`src/rtl/sram_port_ctrl.sv`:
```
// sram_port_ctrl: valid/ready request front-end for a single-port SRAM macro
// (active-low CEB/WEB, registered Q, 1-cycle read latency). Read data is
// captured into a 2-entry response FIFO with valid/ready backpressure.
// Optional build macro SRAM_PORT_CTRL_CLEAR_EN: after reset, sweep the whole
// array writing zeros before accepting any request (busy=1 while sweeping).

module sram_port_ctrl #(
  parameter int DATA_W = 8,
  parameter int ADDR_W = 6,
  parameter int DEPTH  = 64
) (
  input  logic              clock,
  input  logic              reset,
  input  logic              req_valid,
  output logic              req_ready,
  input  logic              req_write,
  input  logic [ADDR_W-1:0] req_addr,
  input  logic [DATA_W-1:0] req_wdata,
  output logic              resp_valid,
  input  logic              resp_ready,
  output logic [DATA_W-1:0] resp_rdata,
  output logic              sram_ceb,
  output logic              sram_web,
  output logic [ADDR_W-1:0] sram_a,
  output logic [DATA_W-1:0] sram_d,
  input  logic [DATA_W-1:0] sram_q,
  output logic              busy
);

  logic [DATA_W-1:0] fifo_mem_r [2];
  logic              wr_ptr_r;
  logic              rd_ptr_r;
  logic [1:0]        count_r;
  logic              inflight_r;
  logic              fire_s;
  logic              push_s;
  logic              pop_s;
  logic              busy_s;
  logic [ADDR_W-1:0] clear_addr_s;
  logic [2:0]        credit_used_s;

`ifdef SRAM_PORT_CTRL_CLEAR_EN
  typedef enum logic [0:0] {
    ST_CLEAR = 1'b0,
    ST_RUN   = 1'b1
  } state_t;

  state_t            state_r;
  state_t            state_nxt_s;
  logic [ADDR_W-1:0] clear_addr_r;
  logic [ADDR_W-1:0] clear_addr_nxt_s;

  // State register: any reset (re)starts the clear sweep from address 0.
  always_ff @(posedge clock) begin
    if (reset) begin
      state_r      <= ST_CLEAR;
      clear_addr_r <= {ADDR_W{1'b0}};
    end else begin
      state_r      <= state_nxt_s;
      clear_addr_r <= clear_addr_nxt_s;
    end
  end

  // Next state: write every address exactly once, then hand the port over.
  always_comb begin
    state_nxt_s      = state_r;
    clear_addr_nxt_s = clear_addr_r;
    case (state_r)
      ST_CLEAR: begin
        clear_addr_nxt_s = clear_addr_r + ADDR_W'(1);
        if (clear_addr_r == ADDR_W'(DEPTH - 1)) begin
          state_nxt_s = ST_RUN;
        end else begin
          state_nxt_s = ST_CLEAR;
        end
      end
      ST_RUN: begin
        state_nxt_s = ST_RUN;
      end
      default: begin
        state_nxt_s      = ST_CLEAR;
        clear_addr_nxt_s = {ADDR_W{1'b0}};
      end
    endcase
  end

  assign busy_s       = (state_r == ST_CLEAR);
  assign clear_addr_s = clear_addr_r;
`else
  assign busy_s       = 1'b0;
  assign clear_addr_s = {ADDR_W{1'b0}};
`endif

  // Credits: FIFO entries plus the read still in the macro pipeline, minus
  // the entry leaving this cycle. Two credits cover the 2-entry FIFO, so a
  // read can be issued every cycle while the consumer keeps up.
  assign resp_valid    = (count_r != 2'd0);
  assign pop_s         = resp_valid && resp_ready;
  assign credit_used_s = {1'b0, count_r} + {2'b00, inflight_r} - {2'b00, pop_s};
  assign req_ready     = !busy_s && (credit_used_s < 3'd2);
  assign fire_s        = req_valid && req_ready;
  assign push_s        = inflight_r;
  assign resp_rdata    = fifo_mem_r[rd_ptr_r];
  assign busy          = busy_s;

  // Macro strobes: clear sweep has priority, otherwise follow the accepted request.
  always_comb begin
    sram_ceb = 1'b1;
    sram_web = 1'b1;
    sram_a   = {ADDR_W{1'b0}};
    sram_d   = {DATA_W{1'b0}};
    if (busy_s) begin
      sram_ceb = 1'b0;
      sram_web = 1'b0;
      sram_a   = clear_addr_s;
      sram_d   = {DATA_W{1'b0}};
    end else if (fire_s) begin
      sram_ceb = 1'b0;
      sram_web = !req_write;
      sram_a   = req_addr;
      sram_d   = req_wdata;
    end else begin
      sram_ceb = 1'b1;
      sram_web = 1'b1;
      sram_a   = {ADDR_W{1'b0}};
      sram_d   = {DATA_W{1'b0}};
    end
  end

  // Read tracking: Q is only meaningful in the cycle after a read is accepted.
  always_ff @(posedge clock) begin
    if (reset) begin
      inflight_r <= 1'b0;
    end else begin
      inflight_r <= fire_s && !req_write;
    end
  end

  // Response FIFO pointers and occupancy; reset flushes any pending data.
  always_ff @(posedge clock) begin
    if (reset) begin
      wr_ptr_r <= 1'b0;
      rd_ptr_r <= 1'b0;
      count_r  <= 2'd0;
    end else begin
      if (push_s) begin
        wr_ptr_r <= !wr_ptr_r;
      end
      if (pop_s) begin
        rd_ptr_r <= !rd_ptr_r;
      end
      case ({push_s, pop_s})
        2'b10:   count_r <= count_r + 2'd1;
        2'b01:   count_r <= count_r - 2'd1;
        default: count_r <= count_r;
      endcase
    end
  end

  // FIFO storage: entries are only observed while counted, so no reset needed.
  always_ff @(posedge clock) begin
    if (push_s) begin
      fifo_mem_r[wr_ptr_r] <= sram_q;
    end
  end

  // Checks: the credit rule must make a push into a full FIFO impossible.
  a_no_overflow: assert property (@(posedge clock) disable iff (reset)
                                  !(push_s && !pop_s && (count_r == 2'd2)));
  a_count_range: assert property (@(posedge clock) disable iff (reset)
                                  (count_r <= 2'd2));
  a_depth_match: assert property (@(posedge clock) (DEPTH == (1 << ADDR_W)));

endmodule

```
`config.mk`:
```
export PLATFORM = sky130hd
export DESIGN_NAME = sram_port_ctrl
export DESIGN_NICKNAME = d
export VERILOG_FILES = /design/src/rtl/sram_port_ctrl.sv
export SDC_FILE = /design/constraint.sdc
export NUM_CORES = 1
export LEC_CHECK = 0
export CAP_MARGIN = 20
export CORE_MARGIN = 3
export CORE_UTILIZATION = 42
export DETAILED_ROUTE_END_ITERATION = 16
export HOLD_SLACK_MARGIN = 0.15
export PLACE_DENSITY = 0.84
export SKIP_CTS_REPAIR_TIMING = 1
export SYNTH_ARGS = -nofsm -noshare
export SYNTH_HDL_FRONTEND = slang
export SYNTH_SLANG_ARGS = --single-unit
```
`constraint.sdc`:
```
create_clock -name clock -period 6 [get_ports clock]
set_input_delay 1.2 -clock clock [delete_from_list [all_inputs] [get_ports clock]]
set_output_delay 1.2 -clock clock [all_outputs]
set_load 0.005 [all_outputs]
```
==> results of run 1 <==
==> metal layers <==
| layer | vias up | share of wire, % |
|---|---|---|
| li1 | 409 | - |
| met4 | 0 | 1.9 |
| met5 | - | 0 |
| met3 | 5 | 8.4 |
| met2 | 35 | 50 |
| met1 | 367 | 39 |
==> metrics by stage <==
stage	power (mW)	util, %	cell area (sq um)	hold WS, ps	cells
2_1_floorplan	0.362	-	1060	490	94
4_1_cts	0.582	70.5	1620	576	174
3_3_place_gp	0.510	69.3	1590	501	170
3_5_place_dp	0.516	69.3	1590	546	170
5_1_grt	0.618	70.5	1620	617	174
6_report	0.573	70.5	1620	564	174
==> cell families after synthesis <==
kind of cell	synth area share, %
fa+ha+maj	4.23
xor+xnor	4.00
other cells	0.352
flops	56.4
compound gates	1.41
mux	10.6
buf+inv	9.63
simple gates	13.4
==> layout by cell type (no fill, tap or decap), types with 2 or more instances in the layout <==
| master | synthesis | routed |
|---|---|---|
| nor2_1 | 5 | 5 |
| xnor2_1 | 2 | 2 |
| or2_2 | 2 | 2 |
| ha_1 | 2 | 2 |
| nor3_1 | 14 | 14 |
| clkdlybuf4s50_1 | 0 | 52 |
| inv_1 | 20 | 20 |
| nand2_1 | 2 | 2 |
| mux2_2 | 10 | 10 |
| clkbuf_4 | 0 | 3 |
| edfxtp_1 | 16 | 16 |
| dfxtp_1 | 6 | 6 |
==> worst max path at each step <==
stage	to	slack (ps)	depth (start not counted)
floorplan	sram_a[0]	2040	8
global placement	sram_ceb	940	9
detailed placement	sram_ceb	870	9
CTS	sram_ceb	860	9
global route	sram_ceb	730	9
finish	sram_ceb	870	9
==> final cells by class <==
type                       count  area (sq um)  area share, %
sequential                    22           601           37.1
timing repair buffer          52           520           32.1
multi-input combinational     48           362           22.3
inverter                      20          75.1           4.64
tap                           28          35.0           2.16
clock buffer                   3          22.5           1.39
clock inverter                 1          3.75          0.232
==> worst max-delay path, stage by stage <==
cell             delay (ps)
clkdlybuf4s50_1         450
o21a_1                  170
ha_1                    280
inv_1                    90
nand2_1                  70
fa_1                    410
xor2_2                  550
or2_2                   220
clkdlybuf4s50_1         490
==> power by group through the flow <==
stage / clock network [mW] / logic (mW) / registers, mW
2_1_floorplan: 0 / 0.164 / 0.198
3_3_place_gp: 0 / 0.304 / 0.206
3_5_place_dp: 0 / 0.308 / 0.208
4_1_cts: 0.0669 / 0.311 / 0.205
5_1_grt: 0.0737 / 0.337 / 0.208
6_report: 0.0634 / 0.306 / 0.204
==> state kept, by name (all words and copies together) (netlist names), named ones only <==
signal	flops
count_r	2
fifo_mem_r	16
inflight_r	1
rd_ptr_r	1
wr_ptr_r	1
==> metrics.txt, run 1 <==
status completed; Int Power 393 uW; FF-to-FF Start count_r[1]$_SDFFE_PP0N_; PD cells 354 nW/um^2; FF-to-FF End inflight_r$_SDFF_PP0_; die span in x 56.4 um; largest net degree at the start of global routing 19; MaxCap Viol Count 0; global route overflow 0; fmax 195 MHz; first-pass GRT wire length 3750 um; Tmin final 5130 ps; Buffers on Ports 52; Critical Path Source resp_ready; Pleak 0.638 nW; num rows 17; Peak supply drop 0.341 mV; top cells by area, synth edfxtp_1 45%, dfxtp_1 11%, mux2_2 11%, inv_1 7.1%, nor3_1 6.6%; WL/cell 12.7 um; I/O pins 54; Final Hold Fails 0; met3 GRT Util 5.06%; post-DP HPWL 1830 um; DR pass1 iterations 2; drt drc 0; Starting Density 46.4%; Setup-failing EPs final 0; Die ar. 3180 sq um; met1 Usage GRT 17.6%; Clk pwr share 11.1%; Synth Register Bits 22; post-route clock period utilization 85.5%; WP data arrival 3930 ps; leading area contributor after synthesis edfxtp_1; Mapped Area 1060 sq um; number of global-route vias before repair 865; CP Capture Type output pin; via-per-instance ratio 4.69; Top FF cell, synth edfxtp_1; area fraction of the dominant cell type after synthesis 45.1%; Root Driver clkbuf_4; most numerous cell in the Yosys netlist inv_1; min-delay src inflight_r$_SDFF_PP0_; Gate Count Post-Synth 94; synth warn 0; Hold Crit Class register to register; Switching Fraction 31.4%; pre-CTS setup slack 870 ps; R2R depth 7; hold depth 2; Comb power frac 53.4%; core area 2300 sq um; DRT antenna net count 0; antenna violations before repair 0; final wirelength 2200 um; Cell variety after synth 25; ys async rst share 0%; P&R area growth vs syn 52.1%; CP startpoint kind primary input; ANT cells 0; Clock Path Buffers 2; routed via count 816; clk sinks 22; GRT busiest layer met2; CTS tree yes; Post-synth EDFFs 16; worst reg-to-reg setup slack 3660 ps; syn_area_per_cell 11.3 sq um; CP max FO 18; final RePlAce weighted congestion 0.781; crit path kind primary input to output pin; Hold Path Sink wr_ptr_r$_SDFFE_PP0P_; cts bufs inserted 3; H-tree levels 1; power share of the sequential group 35.5%; gr usage total 15.2%; die height 56.4 um; fin worst setup slack 868 ps; post-synthesis net count 124; setup TNS 0 ps; WP data required 4800 ps; clock latency on the worst-skew pair 300 ps; Filler cells 183; Setup Skew 2.12 ps; Layout Nets 177; RSZ-0062 raised after global routing no; max_slew headroom 55.7%; Slew @ Worst Pin 664 ps; Slew Viols, Final 0; Detailed Route Iter0 Violations 7; most frequent cells after synthesis 20 x inv_1, 16 x edfxtp_1, 14 x nor3_1; Worst-path clk slew 100 ps; layout cells sized above 1 11.6%; register area share after synthesis 56.4%; met2 Usage GRT 25.2%; Sw Pwr 180 uW
(Power assumes the default switching activity.)
==> run 2: changes to the inputs <==
--- a/config.mk
+++ b/config.mk
@@ -5,13 +5,15 @@
 export SDC_FILE = /design/constraint.sdc
 export NUM_CORES = 1
 export LEC_CHECK = 0
+export ABC_AREA = 1
 export CAP_MARGIN = 20
 export CORE_MARGIN = 3
 export CORE_UTILIZATION = 42
 export DETAILED_ROUTE_END_ITERATION = 16
 export HOLD_SLACK_MARGIN = 0.15
-export PLACE_DENSITY = 0.84
+export PLACE_DENSITY = 0.83
 export SKIP_CTS_REPAIR_TIMING = 1
 export SYNTH_ARGS = -nofsm -noshare
 export SYNTH_HDL_FRONTEND = slang
 export SYNTH_SLANG_ARGS = --single-unit
+export TNS_END_PERCENT = 1
==> run 2 against run 1 <==
  * Cell area up 1.2%
  * Worst setup slack better by 71 ps
  * Via count up 4.0%
  * Flip-flop and latch count unchanged
  * Power up 12%
  * Wire length up 4.6%
  * Final cell count up 6.9%
  * Worst hold slack worse by 33 ps
  * Combinational power up 21%
  * Critical endpoint is now sram_d[6]
  * Highest routed layer unchanged
==> metrics.txt, run 2 <==
final wirelength 2310 um (+4.6%); Setup-failing EPs final 0 (unchanged); Setup Skew 1.63 ps (-0.487 ps); Clock Path Buffers 2 (unchanged); most common cell after layout, fill and taps aside clkdlybuf4s50_1; global route overflow 0 (unchanged); most numerous cell in the Yosys netlist inv_1; WP data required 4800 ps (about the same); most frequent cells in the layout 52 x clkdlybuf4s50_1, 25 x inv_1, 16 x edfxtp_1; Post-synth EDFFs 16 (unchanged); synth warn 0 (unchanged); Top FF cell, synth edfxtp_1; Worst-path clk slew 110 ps (about the same); Peak supply drop 0.380 mV (+12%); CTS tree yes; syn_area_per_cell 10.3 sq um (-9.2%); die height 56.7 um (+0.63%); area fraction of the dominant cell type after synthesis 44.5% (-0.63 points); CP max FO 16 (-2); Mapped Area 1080 sq um (+1.4%); max_slew headroom 57.4% (+1.7 points); CP Capture Type output pin; post-synthesis net count 135 (+8.9%); top cells by area, synth edfxtp_1 44%, dfxtp_1 11%, inv_1 8.7%, mux2_2 8.3%, nor2_1 5.2%; gr usage total 15.9% (+0.73 points); I/O pins 54 (unchanged); Cells after DPL 182 (+7.1%); Max stage delay on crit path 520 ps (-30 ps); CP cell instances clkdlybuf4s50_1 > inv_1 > nor2_1 > ha_1 > nor2_1 > inv_1 > fa_1 > inv_1 > nand2_2 > nand2_2 > nand3_4 > nor2_1 > clkdlybuf4s50_1; P&R area growth vs syn 51.7%; via-per-instance ratio 4.56 (-2.7%); Hold Crit Class register to register; most frequent cells after synthesis 25 x inv_1, 16 x edfxtp_1, 15 x nor2_1; drt drc 0 (unchanged); post-route clock period utilization 84.4% (-1.2 points); register area share after synthesis 55.6% (-0.78 points); crit path max-delay cell type clkdlybuf4s50_1; largest net degree at the start of global routing 17 (-2); ys async rst share 0% (unchanged); die span in x 56.7 um (+0.63%); Starting Density 46.6% (+0.22 points); leading area contributor after synthesis edfxtp_1; Synth Register Bits 22 (unchanged); DRT antenna net count 0 (unchanged); Final Non-Filler Cells 186 (+6.9%); WL/cell 12.4 um (-2.1%); Pleak 0.668 nW (+4.7%); Final Core Density 70.6% (+0.16 points); num rows 17 (unchanged); H-tree levels 1 (unchanged); Root Driver clkbuf_4; PD cells 390 nW/um^2 (+10%); Cell variety after synth 23 (-8.0%); Top Family by Delay on Critical Path buffers and inverters; Tmin final 5060 ps (-71.0 ps); Layout Nets 189 (+6.8%); Final Hold Fails 0 (unchanged); post-DP HPWL 1900 um (+3.8%); crit path buf inv count 5 (+2); status completed; Slew Viols, Final 0 (unchanged); clock latency on the worst-skew pair 290 ps (about the same); Slew @ Worst Pin 637 ps (-27.6 ps); crit path kind primary input to output pin; DR pass1 iterations 4 (+2); Buffers on Ports 52 (unchanged); clk sinks 22 (unchanged); routed via count 849 (+4.0%); ANT cells 0 (unchanged); Detailed Route Iter0 Violations 11 (+4); Gate Count Post-Synth 105 (+12%); MaxCap Viol Count 0 (unchanged); cts bufs inserted 3 (unchanged); RSZ-0062 raised after global routing no; max reg flops 16 (unchanged); layout cells sized above 1 15.8% (+4.2 points); Filler cells 175 (-4.4%); final RePlAce weighted congestion 0.753 (-3.5%); core area 2320 sq um (+0.93%); first-pass GRT wire length 3850 um (+2.6%); fmax 198 MHz (+1.4%); Reg with most FFs fifo_mem_r; WP data arrival 3860 ps (-70 ps); Largest regs fifo_mem_r: 16 flops, count_r: 2 flops; Die ar. 3220 sq um (+1.3%); antenna violations before repair 0 (unchanged); CP startpoint kind primary input; setup TNS 0 ps (unchanged); number of global-route vias before repair 906 (+4.7%)
==> run 2: kinds of logic (layout without fill, tap and decap cells) <==
| logic type | count (synthesis) | count (layout) | share of synthesized area (%) |
|---|---|---|---|
| and+or+nand+nor | 40 | 40 | 19.1 |
| buffers and inverters | 29 | 82 | 11.2 |
| DFF | 22 | 22 | 55.6 |
| muxes | 8 | 8 | 8.34 |
| adders and majority gates | 3 | 3 | 4.17 |
| AOI/OAI and AO/OA | 2 | 2 | 1.16 |
| other | 1 | 1 | 0.347 |
==> run 2: final timing paths <==
path	start	endpoint	slack, ps	depth (start not counted)
max	resp_ready	sram_d[6]	940	13
min reg2reg	inflight_r$_SDFF_PP0_	wr_ptr_r$_SDFFE_PP0P_	530	2
max reg2reg	count_r[1]$_SDFFE_PP0N_	inflight_r$_SDFF_PP0_	3840	11
min	inflight_r$_SDFF_PP0_	wr_ptr_r$_SDFFE_PP0P_	530	2
==> run 2: metrics by stage <==
stage | power [mW] | setup slack, ps | hold WS, ps | instance area [sq um]
2_1_floorplan | 0.395 | 2100 | 467 | 1080
3_3_place_gp | 0.570 | 1020 | 483 | 1610
3_5_place_dp | 0.581 | 910 | 497 | 1610
4_1_cts | 0.650 | 914 | 535 | 1640
5_1_grt | 0.693 | 732 | 555 | 1640
6_report | 0.639 | 939 | 531 | 1640
==> run 2: tightest hold or removal path, stage by stage (launching register included) <==
cell and delay, ps:
dfxtp_1 340, nor2_1 100, nor3_1 60
==> run 2: area by class of cell <==
class / instances / area [sq um] / share of cell area (%)
multi-input combinational: 54 / 358 / 21.8
timing repair buffer: 52 / 520 / 31.8
sequential: 22 / 601 / 36.7
tap: 28 / 35.0 / 2.14
clock buffer: 4 / 26.3 / 1.60
inverter: 26 / 97.6 / 5.96
==> run 2: per-layer routing <==
metal	wire (um)	vias up	global-route usage [%]
li1	-	425	-
met1	827	374	15.7
met2	1120	48	26.6
met3	339	2	8.51
met4	23	0	8.14
met5	0	-	0
==> run 2: report_power, final <==
part           internal (mW)  switching (mW)  leakage [nW]  total, mW
clock                 0.0259          0.0385        0.0150     0.0643
combinational          0.208           0.163         0.460      0.371
sequential             0.184          0.0194         0.194      0.204
total                  0.418           0.221         0.668      0.639
